**src/rtl/wb_pkg.sv**
```systemverilog
// Shared widths, constants and types for the write-back controller.
package wb_pkg;

    localparam int ADDR_W = 5;
    localparam int DATA_W = 32;

    localparam logic [ADDR_W-1:0] RF_ADDR_ZERO = '0;

    typedef logic [0:0] wb_state_t;
    localparam wb_state_t NORMAL = 1'b0;
    localparam wb_state_t DRAIN  = 1'b1;

    typedef enum logic {
        PIPE = 1'b0,
        MD   = 1'b1
    } wb_src_t;

endpackage

```
**src/rtl/wb_queue.sv**
```systemverilog
// Small FIFO of pending mul/div results; exposes per-entry address/valid for hazard queries.
module wb_queue
    import wb_pkg::*;
#(
    parameter int DEPTH = 2
) (
    input  logic                         clk,
    input  logic                         rst_n,
    input  logic                         push,
    input  logic [ADDR_W-1:0]            push_addr,
    input  logic [DATA_W-1:0]            push_data,
    input  logic                         pop,
    output logic [ADDR_W-1:0]            head_addr,
    output logic [DATA_W-1:0]            head_data,
    output logic                         full,
    output logic                         empty,
    output logic [DEPTH-1:0]             entry_valid,
    output logic [DEPTH-1:0][ADDR_W-1:0] entry_addr
);

    localparam int PTR_W = $clog2(DEPTH);
    localparam int CNT_W = PTR_W + 1;

    logic [PTR_W-1:0]             wr_ptr;
    logic [PTR_W-1:0]             rd_ptr;
    logic [CNT_W-1:0]             count;
    logic [DEPTH-1:0]             valid;
    logic [DEPTH-1:0][ADDR_W-1:0] mem_addr;
    logic [DATA_W-1:0]            mem_data [DEPTH];
    logic                         do_push;
    logic                         do_pop;

    assign full    = (count == CNT_W'(DEPTH));
    assign empty   = (count == '0);
    assign do_push = push && !full;
    assign do_pop  = pop && !empty;

    assign head_addr   = mem_addr[rd_ptr];
    assign head_data   = mem_data[rd_ptr];
    assign entry_valid = valid;
    assign entry_addr  = mem_addr;

    // Pointers wrap naturally because DEPTH is a power of two.
    always_ff @(posedge clk or negedge rst_n) begin
        if (!rst_n) begin
            wr_ptr <= '0;
            rd_ptr <= '0;
            count  <= '0;
            valid  <= '0;
        end else begin
            if (do_push) begin
                wr_ptr        <= wr_ptr + 1'b1;
                valid[wr_ptr] <= 1'b1;
            end
            if (do_pop) begin
                rd_ptr        <= rd_ptr + 1'b1;
                valid[rd_ptr] <= 1'b0;
            end
            case ({do_push, do_pop})
                2'b10:   count <= count + 1'b1;
                2'b01:   count <= count - 1'b1;
                default: count <= count;
            endcase
        end
    end

    always_ff @(posedge clk) begin
        if (do_push) begin
            mem_addr[wr_ptr] <= push_addr;
            mem_data[wr_ptr] <= push_data;
        end
    end

endmodule

```
**src/rtl/wb_ctrl.sv**
```systemverilog
// Write-back arbiter: W-stage results have priority, queued mul/div results fill idle slots,
// and a starvation drain stalls the pipe for one cycle. Optional trace: WB_CTRL_TRACE_EN.
module wb_ctrl
    import wb_pkg::*;
#(
    parameter int DEPTH        = 2,
    parameter int STARVE_LIMIT = 4
) (
    input  logic              clk,
    input  logic              rst_n,
    input  logic              pipe_valid,
    input  logic [ADDR_W-1:0] pipe_addr,
    input  logic [DATA_W-1:0] pipe_data,
    output logic              pipe_stall,
    input  logic              md_valid,
    input  logic [ADDR_W-1:0] md_addr,
    input  logic [DATA_W-1:0] md_data,
    output logic              md_ready,
    input  logic [ADDR_W-1:0] query_addr1,
    input  logic [ADDR_W-1:0] query_addr2,
    output logic              query_pending1,
    output logic              query_pending2,
    output logic              write_enable,
    output logic [ADDR_W-1:0] write_addr,
    output logic [DATA_W-1:0] write_data
);

    localparam logic [3:0] STARVE_CNT_LIMIT = 4'(STARVE_LIMIT);

    wb_state_t                    state;
    wb_state_t                    state_next;
    logic [3:0]                   starve_cnt;
    logic [3:0]                   starve_next;
    logic                         q_push;
    logic                         q_pop;
    logic                         q_full;
    logic                         q_empty;
    logic [ADDR_W-1:0]            head_addr;
    logic [DATA_W-1:0]            head_data;
    logic [DEPTH-1:0]             entry_valid;
    logic [DEPTH-1:0][ADDR_W-1:0] entry_addr;
    logic                         pipe_take;
    logic                         starved;
    logic                         hit1;
    logic                         hit2;

    wb_queue #(.DEPTH(DEPTH)) u_queue (
        .clk         (clk),
        .rst_n       (rst_n),
        .push        (q_push),
        .push_addr   (md_addr),
        .push_data   (md_data),
        .pop         (q_pop),
        .head_addr   (head_addr),
        .head_data   (head_data),
        .full        (q_full),
        .empty       (q_empty),
        .entry_valid (entry_valid),
        .entry_addr  (entry_addr)
    );

    // Handshakes: an md result transfers on md_valid && md_ready, and md_ready depends only on
    // queue fullness (never on md_valid or a same-cycle pop); pipe_stall high means the W stage
    // must present the same result again next cycle, otherwise a pipe_valid result is consumed.
    assign md_ready   = !q_full;
    assign q_push     = md_valid && !q_full && (md_addr != RF_ADDR_ZERO);
    assign pipe_stall = (state == DRAIN) && pipe_valid;
    assign pipe_take  = (state == NORMAL) && pipe_valid && (pipe_addr != RF_ADDR_ZERO);
    assign q_pop      = !q_empty && ((state == DRAIN) || !pipe_take);
    assign starved    = (state == NORMAL) && !q_empty && !q_pop;

    always_comb begin
        state_next  = state;
        starve_next = '0;
        if (state == DRAIN) begin
            state_next = NORMAL;
        end else if (starved) begin
            starve_next = starve_cnt + 4'd1;
            if (starve_next == STARVE_CNT_LIMIT) begin
                state_next = DRAIN;
            end
        end
    end

    always_ff @(posedge clk or negedge rst_n) begin
        if (!rst_n) begin
            state        <= NORMAL;
            starve_cnt   <= '0;
            write_enable <= 1'b0;
            write_addr   <= '0;
            write_data   <= '0;
        end else begin
            state        <= state_next;
            starve_cnt   <= starve_next;
            write_enable <= pipe_take || q_pop;
            if (pipe_take) begin
                write_addr <= pipe_addr;
                write_data <= pipe_data;
            end else if (q_pop) begin
                write_addr <= head_addr;
                write_data <= head_data;
            end
        end
    end

    // A register is pending while any queued entry or the in-flight write targets it.
    always_comb begin
        hit1 = write_enable && (write_addr == query_addr1);
        hit2 = write_enable && (write_addr == query_addr2);
        for (int i = 0; i < DEPTH; i++) begin
            hit1 = hit1 || (entry_valid[i] && (entry_addr[i] == query_addr1));
            hit2 = hit2 || (entry_valid[i] && (entry_addr[i] == query_addr2));
        end
    end

    assign query_pending1 = (query_addr1 != RF_ADDR_ZERO) && hit1;
    assign query_pending2 = (query_addr2 != RF_ADDR_ZERO) && hit2;

`ifdef WB_CTRL_TRACE_EN
    wb_src_t trace_src;

    always_ff @(posedge clk or negedge rst_n) begin
        if (!rst_n) begin
            trace_src <= PIPE;
        end else if (pipe_take) begin
            trace_src <= PIPE;
        end else if (q_pop) begin
            trace_src <= MD;
        end
    end

    // Reports the write the register file commits on this edge.
    always @(posedge clk) begin
        if (rst_n && write_enable) begin
            $display("wb: $%0d <= 0x%08h (%s)", write_addr, write_data,
                     (trace_src == PIPE) ? "pipe" : "md");
        end
    end
`endif

endmodule

```
**config.mk**
```make
export PLATFORM = sky130hd
export DESIGN_NAME = wb_ctrl
export DESIGN_NICKNAME = d
export VERILOG_FILES = /design/src/rtl/wb_pkg.sv /design/src/rtl/wb_queue.sv /design/src/rtl/wb_ctrl.sv
export SDC_FILE = /design/constraint.sdc
export NUM_CORES = 1
export LEC_CHECK = 0
export CAP_MARGIN = 0
export CORE_MARGIN = 2
export CORE_UTILIZATION = 50
export DETAILED_ROUTE_END_ITERATION = 12
export GPL_ROUTABILITY_DRIVEN = 0
export PLACE_DENSITY_LB_ADDON = 0.05
export SLEW_MARGIN = 20
export SYNTH_ARGS = -nofsm -noshare
export SYNTH_HDL_FRONTEND = slang
export SYNTH_SLANG_ARGS = --single-unit
```
**constraint.sdc**
```tcl
create_clock -name clk -period 6.95 [get_ports clk]
set_input_delay 1.0425 -clock clk [delete_from_list [all_inputs] [get_ports clk]]
set_output_delay 1.0425 -clock clk [all_outputs]
set_load 0.01 [all_outputs]
```
## Yosys cells after proc, flatten, opt, wreduce, memory -nomap -nowiden

Memories as Yosys holds them, arrays and structs flattened.
Cells that the tools add are included.

- Register bits: 59
- Memory bits (writable): 64
- Input bits: 88
- Output and inout port bits: 42
- Word-level logic and storage cells: 95
- Memories: 1

Memories:

| name | depth | width | read ports | clocked after memory_dff | wr ports | RTL line | RTL |
|---|---|---|---|---|---|---|---|
| u_queue.mem_data | 2 | 32 | 1 | 0 | 1 | wb_queue.sv:29 | `logic [DATA_W-1:0] mem_data [DEPTH];` |

- $add $sub $neg: 5
- Magnitude comparators: 4
- Eq/ne operators: 10
- Multiplexer cells: 23
- Bitwise operators: 4
- Reductions and logical operators: 37

Operators with widths:

| kind | count |
|---|---|
| $mux W32 | 2 |
| $eq A5 B5 Y1 | 6 |
| $mux W5 | 5 |
| $logic_and A1 B1 Y1 | 20 |
| $reduce_bool A5 Y1 | 4 |
| $bwmux W10 | 1 |
| $mux W4 | 2 |
| $mux W1 | 7 |
| $logic_or A1 B1 Y1 | 6 |
| $demux W5 S1 | 1 |
| $add A4 B1 Y4 const B | 1 |
| $eq A2 B2 Y1 const B | 2 |
| $eq A4 B3 Y1 const B | 1 |
| $logic_not A1 Y1 | 4 |
| $lt A1 B2 Y1 const B | 2 |
| $mux W2 | 2 |
| $pmux W2 S2 | 1 |
| $reduce_bool A2 Y1 | 2 |
| $add A1 B1 Y1 const B | 2 |
| $add A2 B1 Y2 const B | 1 |
| $and A2 B2 Y2 | 1 |
| $demux W1 S1 | 2 |
| $eq A2 B1 Y1 const B | 1 |
| $ge A1 B1 Y1 const B | 2 |
| other kinds (5) | 5 |

## Depth between registers and ports, before layout

- Depth after elaboration: 10
- Mapped depth: 8
- Depth with buffers taken out: 7

## Modules after synthesis

A second synthesis with hierarchy kept.

- Cells, all modules: 372
- Area total of the unflattened synthesis: 5,271.3 µm²

By module, submodules not included:

| module | times used | cells an instance | area an instance (µm²) | seq. area each (µm²) |
|---|---|---|---|---|
| wb_queue | 1 | 138 | 2,934.1 | 2,372.3 |
| wb_ctrl | 1 | 234 | 2,337.2 | 1,076.0 |

## Worst setup path before layout

No wires, ideal clock.

- Path kind: input to register
- Start: input md_addr[3]
- End: register u_queue.mem_addr (netlist bit u_queue.entry_addr[5]), enable pin
- Setup time: 0.433 ns
- Arrival: 2.906 ns
- Data required time: 6.517 ns
- Slack: 3.611 ns
- Stages: 3
- Path buffers: 0
- Cell sequence: or4_1 > o211ai_1 > nor2_1

- Longest elaborated chain between the ends: 3

RTL lines:

| item | RTL line | RTL |
|---|---|---|
| start, declared | wb_ctrl.sv:16 | `input logic [ADDR_W-1:0] md_addr,` |
| $reduce_bool A5 Y1 | wb_ctrl.sv:66 | `assign q_push = md_valid && !q_full && (md_addr != RF_ADDR_ZERO);` |
| $logic_and A1 B1 Y1 | wb_ctrl.sv:66 |  |
| $logic_and A1 B1 Y1 | wb_queue.sv:35 | `assign do_push = push && !full;` |
| end signal, assigned by index | wb_queue.sv:69 | `mem_addr[wr_ptr] <= push_addr;` |
| end, declared | wb_queue.sv:28 | `logic [DEPTH-1:0][ADDR_W-1:0] mem_addr;` |

No other way between the ends.
A chain may end at the register's enable or synchronous reset.

## Worst setup path after layout

- Start: input query_addr1[2]
- End: output query_pending1

- Longest elaborated chain between the ends: 5
- Elaborated cells on any way between the ends: 10
- Those cells by class: 3 x eq/ne; 7 x reduce/logical

RTL lines:

| item | RTL line | RTL |
|---|---|---|
| start, declared | wb_ctrl.sv:19 | `input logic [ADDR_W-1:0] query_addr1,` |
| $eq A5 B5 Y1 (on tied branches) | wb_ctrl.sv:108, wb_ctrl.sv:111 |  |
| $logic_and A1 B1 Y1 (on tied branches) | wb_ctrl.sv:108, wb_ctrl.sv:111 |  |
| $logic_or A1 B1 Y1 (2 in a row) | wb_ctrl.sv:111 | `hit1 = hit1 \|\| (entry_valid[i] && (entry_addr[i] == query_addr1));` |
| $logic_and A1 B1 Y1 (*) | wb_ctrl.sv:116 | `assign query_pending1 = (query_addr1 != RF_ADDR_ZERO) && hit1;` |
| end, declared | wb_ctrl.sv:21 | `output logic query_pending1,` |

Every way passes the cells marked *; elsewhere a longest branch is shown, timed or not.

==> results.yml <==
synth:
  yosysWarnings: 0
  syn_area_um2: 5280
  yosys_most_used_dff: "edfxtp_1"
  syn_area_per_cell_um2: 12.8
  yosysTopAreaCellShare: 0.421
  yosysUniqueCellTypes: 34
  synthTopCellsByArea: "edfxtp_1, dfrtp_1, mux2i_1"
  synth_edf_count: 74
  syn_nets: 502
  yosys.area.top_type: "edfxtp_1"
  syn_inst: 412
  synth_seq_cells: 123
  ys_top_cells_by_count: "edfxtp_1, dfrtp_1, nor2_1, a21oi_1, nand2_1"
  ys_seq_area_frac: 0.653
  synthArstFlopShare: 0.398
  yosysMostFrequentCell: "edfxtp_1"
power:
  cellLeakagePower_nw: 2.81
  ir_worst_vdd_mv: 0.211
  power_density_nw_per_um2: 394
  p_sw_w: 0.000910
  sequentialPowerShare: 0.396
  pwr-share-clk: 0.288
  p_sw_frac: 0.318
  combPwrFrac: 0.316
  intPower_w: 0.00195
die:
  rows: 37
  die_area_um2: 11400
  die_w_um: 107
  die_y_um: 107
  core_area_um2: 10300
  initial_core_util: 0.514
  design.portCount: 130
worst_setup_path:
  critPathMaxStageDelay_ns: 0.55
  worst_ep_arrival_time_ns: 2.89
  cp-start-kind: "primary input"
  crit_required_ns: 5.91
  cp_num_buf_inv: 2
  crit_path_frequent_cell: "clkdlybuf4s50_1"
  cp-end-kind: "output port"
  path_max_fanout: 4
  critical-path-slowest-cell: "clkdlybuf4s50_1"
  cp_top_family: "buffers and inverters"
  path_cells: "clkdlybuf4s50_1 > xor2_1 > nor4_1 > a32oi_1 > a21oi_1 > clkdlybuf4s50_1"
  crit_type: "primary input to output port"
detailed_routing:
  post_drt_wl_per_cell_um: 16.3
  wl_met3_um: 675
  drcViolationCount: 0
  wl_um: 11300
  via_per_inst: 5.23
  antenna_left: 0
  vias: 3622
  top_layer: "met4"
  wl_met2_um: 5540
  drt_iter0_drc: 193
  met1_length_um: 4920
  dr.pass1.iters: 5
outcome:
  run_status: "finished, final reports clean"
cts:
  cts.path.max_buffers: 2
  cts_resized: 0
  cts_tree: "built"
  clock-sinks: 123
  htreeDepth: 4
  cts_setup_buffers: 0
  hold_buffers: 0
  path_clk_slew_ns: 0.06
  cts_buffers: 17
  cts_root_buffer: "clkbuf_8"
  clk_latency_ns: 0.51
timing:
  period_share: 0.566
  worst_pin_slew_ns: 0.944
  setup_viol: 0
  fmax_mhz: 254
  tns_ns: 0
  hold_viol_final: 0
  rsz0062_at_grt: "no"
  skew_ns: 0.0176
  finalMaxSlewViolations: 0
  period_needed_ns: 3.94
  max_slew_margin: 0.371
global_route:
  grt_use_total: 0.210
  grt_pass1_wl_um: 18500
  grt_overflow: 0
  antenna_found_initial: 0
  grt_pass1_vias: 3719
  grt_max_degree: 76
worst_hold_path:
  hp-class: "flop to flop"
placement:
  place_hpwl_um: 7120
  dp_cells: 659
  port-buffer-count: 129
  placed_cell_area_um2: 6660
cells_and_area:
  diodes: 0
  area_growth_pct: 37.4
  drive_gt1_frac: 0.108
  fin_nets: 634
  fin_cells: 693
  finish.instance_area_um2: 7260
flow_run:
  drv_cap: 0
-- power groups by stage --
stage               Sequential, W  Combinational [W]  Clock (W)
finish                    0.00113           0.000905   0.000824
global route              0.00116           0.000998   0.000874
CTS                       0.00114           0.000901   0.000837
detailed placement        0.00115           0.000895          0
global placement          0.00114           0.000879          0
floorplan                 0.00114           0.000539          0
-- per-stage QoR --
step / setup WS (ns) / util / hold slack [ns] / power (W)
2_1_floorplan: 3.61 / - / 0.424 / 0.00167
3_3_place_gp: 3.06 / 0.648 / 0.444 / 0.00202
3_5_place_dp: 3.02 / 0.648 / 0.447 / 0.00204
4_1_cts: 3.01 / 0.703 / 0.455 / 0.00287
5_1_grt: 2.93 / 0.706 / 0.481 / 0.00303
6_report: 3.01 / 0.706 / 0.453 / 0.00286
-- sequential cells by signal, indices dropped and copies added (netlist names) --
| signal | flops |
|---|---|
| u_queue.mem_data | 64 |
| write_data | 32 |
| u_queue.entry_addr | 10 |
| write_addr | 5 |
| starve_cnt | 4 |
| u_queue.count | 2 |
| u_queue.entry_valid | 2 |
| state | 1 |
| u_queue.rd_ptr | 1 |
| u_queue.wr_ptr | 1 |
| write_enable | 1 |
-- per-layer routing --
metal / track usage / vias up
li1: - / 1751
met1: 0.262 / 1727
met2: 0.348 / 129
met3: 0.0650 / 15
met4: 0.0761 / 0
met5: 0 / -
-- area by class of cell --
| cell class | count | area (um^2) |
|---|---|---|
| Clock buffer | 21 | 439 |
| Clock inverter | 11 | 121 |
| Fill cell | 748 | 3020 |
| Inverter | 1 | 3.75 |
| Multi-Input combinational cell | 267 | 1730 |
| Sequential cell | 123 | 3450 |
| Tap cell | 136 | 170 |
| Timing Repair Buffer | 134 | 1350 |
-- cell usage in the layout (no fill, tap or decap), types with 3 or more instances in the layout --
| cell type | count |
|---|---|
| clkinv_2 | 3 |
| buf_4 | 3 |
| nand2b_1 | 4 |
| clkbuf_1 | 3 |
| mux2i_1 | 36 |
| o21ai_1 | 17 |
| edfxtp_1 | 74 |
| xor2_1 | 27 |
| nor4_1 | 7 |
| dfrtp_1 | 48 |
| nand2_1 | 38 |
| clkbuf_16 | 16 |
| a21oi_1 | 39 |
| nor2_4 | 4 |
| clkinvlp_4 | 5 |
| xnor2_1 | 9 |
| nor2b_1 | 3 |
| and2_1 | 3 |
| o21ai_2 | 18 |
| nand3_1 | 3 |
| nor2_1 | 41 |
| or4_1 | 4 |
| clkdlybuf4s50_1 | 128 |
-- logic make-up (layout without fill, tap and decap cells) --
logic type,count (synthesis),after routing,synth area share
adder cells (fa/ha/maj),2,2,0.00474
buffers and inverters,22,167,0.0260
XOR/XNOR,36,36,0.0597
flip-flops,123,123,0.653
multiplexers,36,36,0.0682
AO/OA/AOI/OAI,82,82,0.0954
AND/OR/NAND/NOR,111,111,0.0933
-- path summary, 6_finish.rpt --
kind                       slack, ns  cells after the start                            to               startpoint
setup / recovery                3.01                      6                query_pending1           query_addr1[2]
hold / removal                  0.45                      1               state$_DFF_PN0_  starve_cnt[3]$_DFF_PN0_
setup reg to reg                4.49                      7  u_queue.count[1]$_DFFE_PN0P_          state$_DFF_PN0_
hold reg to reg                 0.45                      1               state$_DFF_PN0_  starve_cnt[3]$_DFF_PN0_
max in group asynchronous       5.81                      2    u_queue.rd_ptr$_DFFE_PN0N_                    rst_n
min in group asynchronous       0.65                      2               state$_DFF_PN0_                    rst_n
Note: power is estimated with default switching activity, not from simulation.
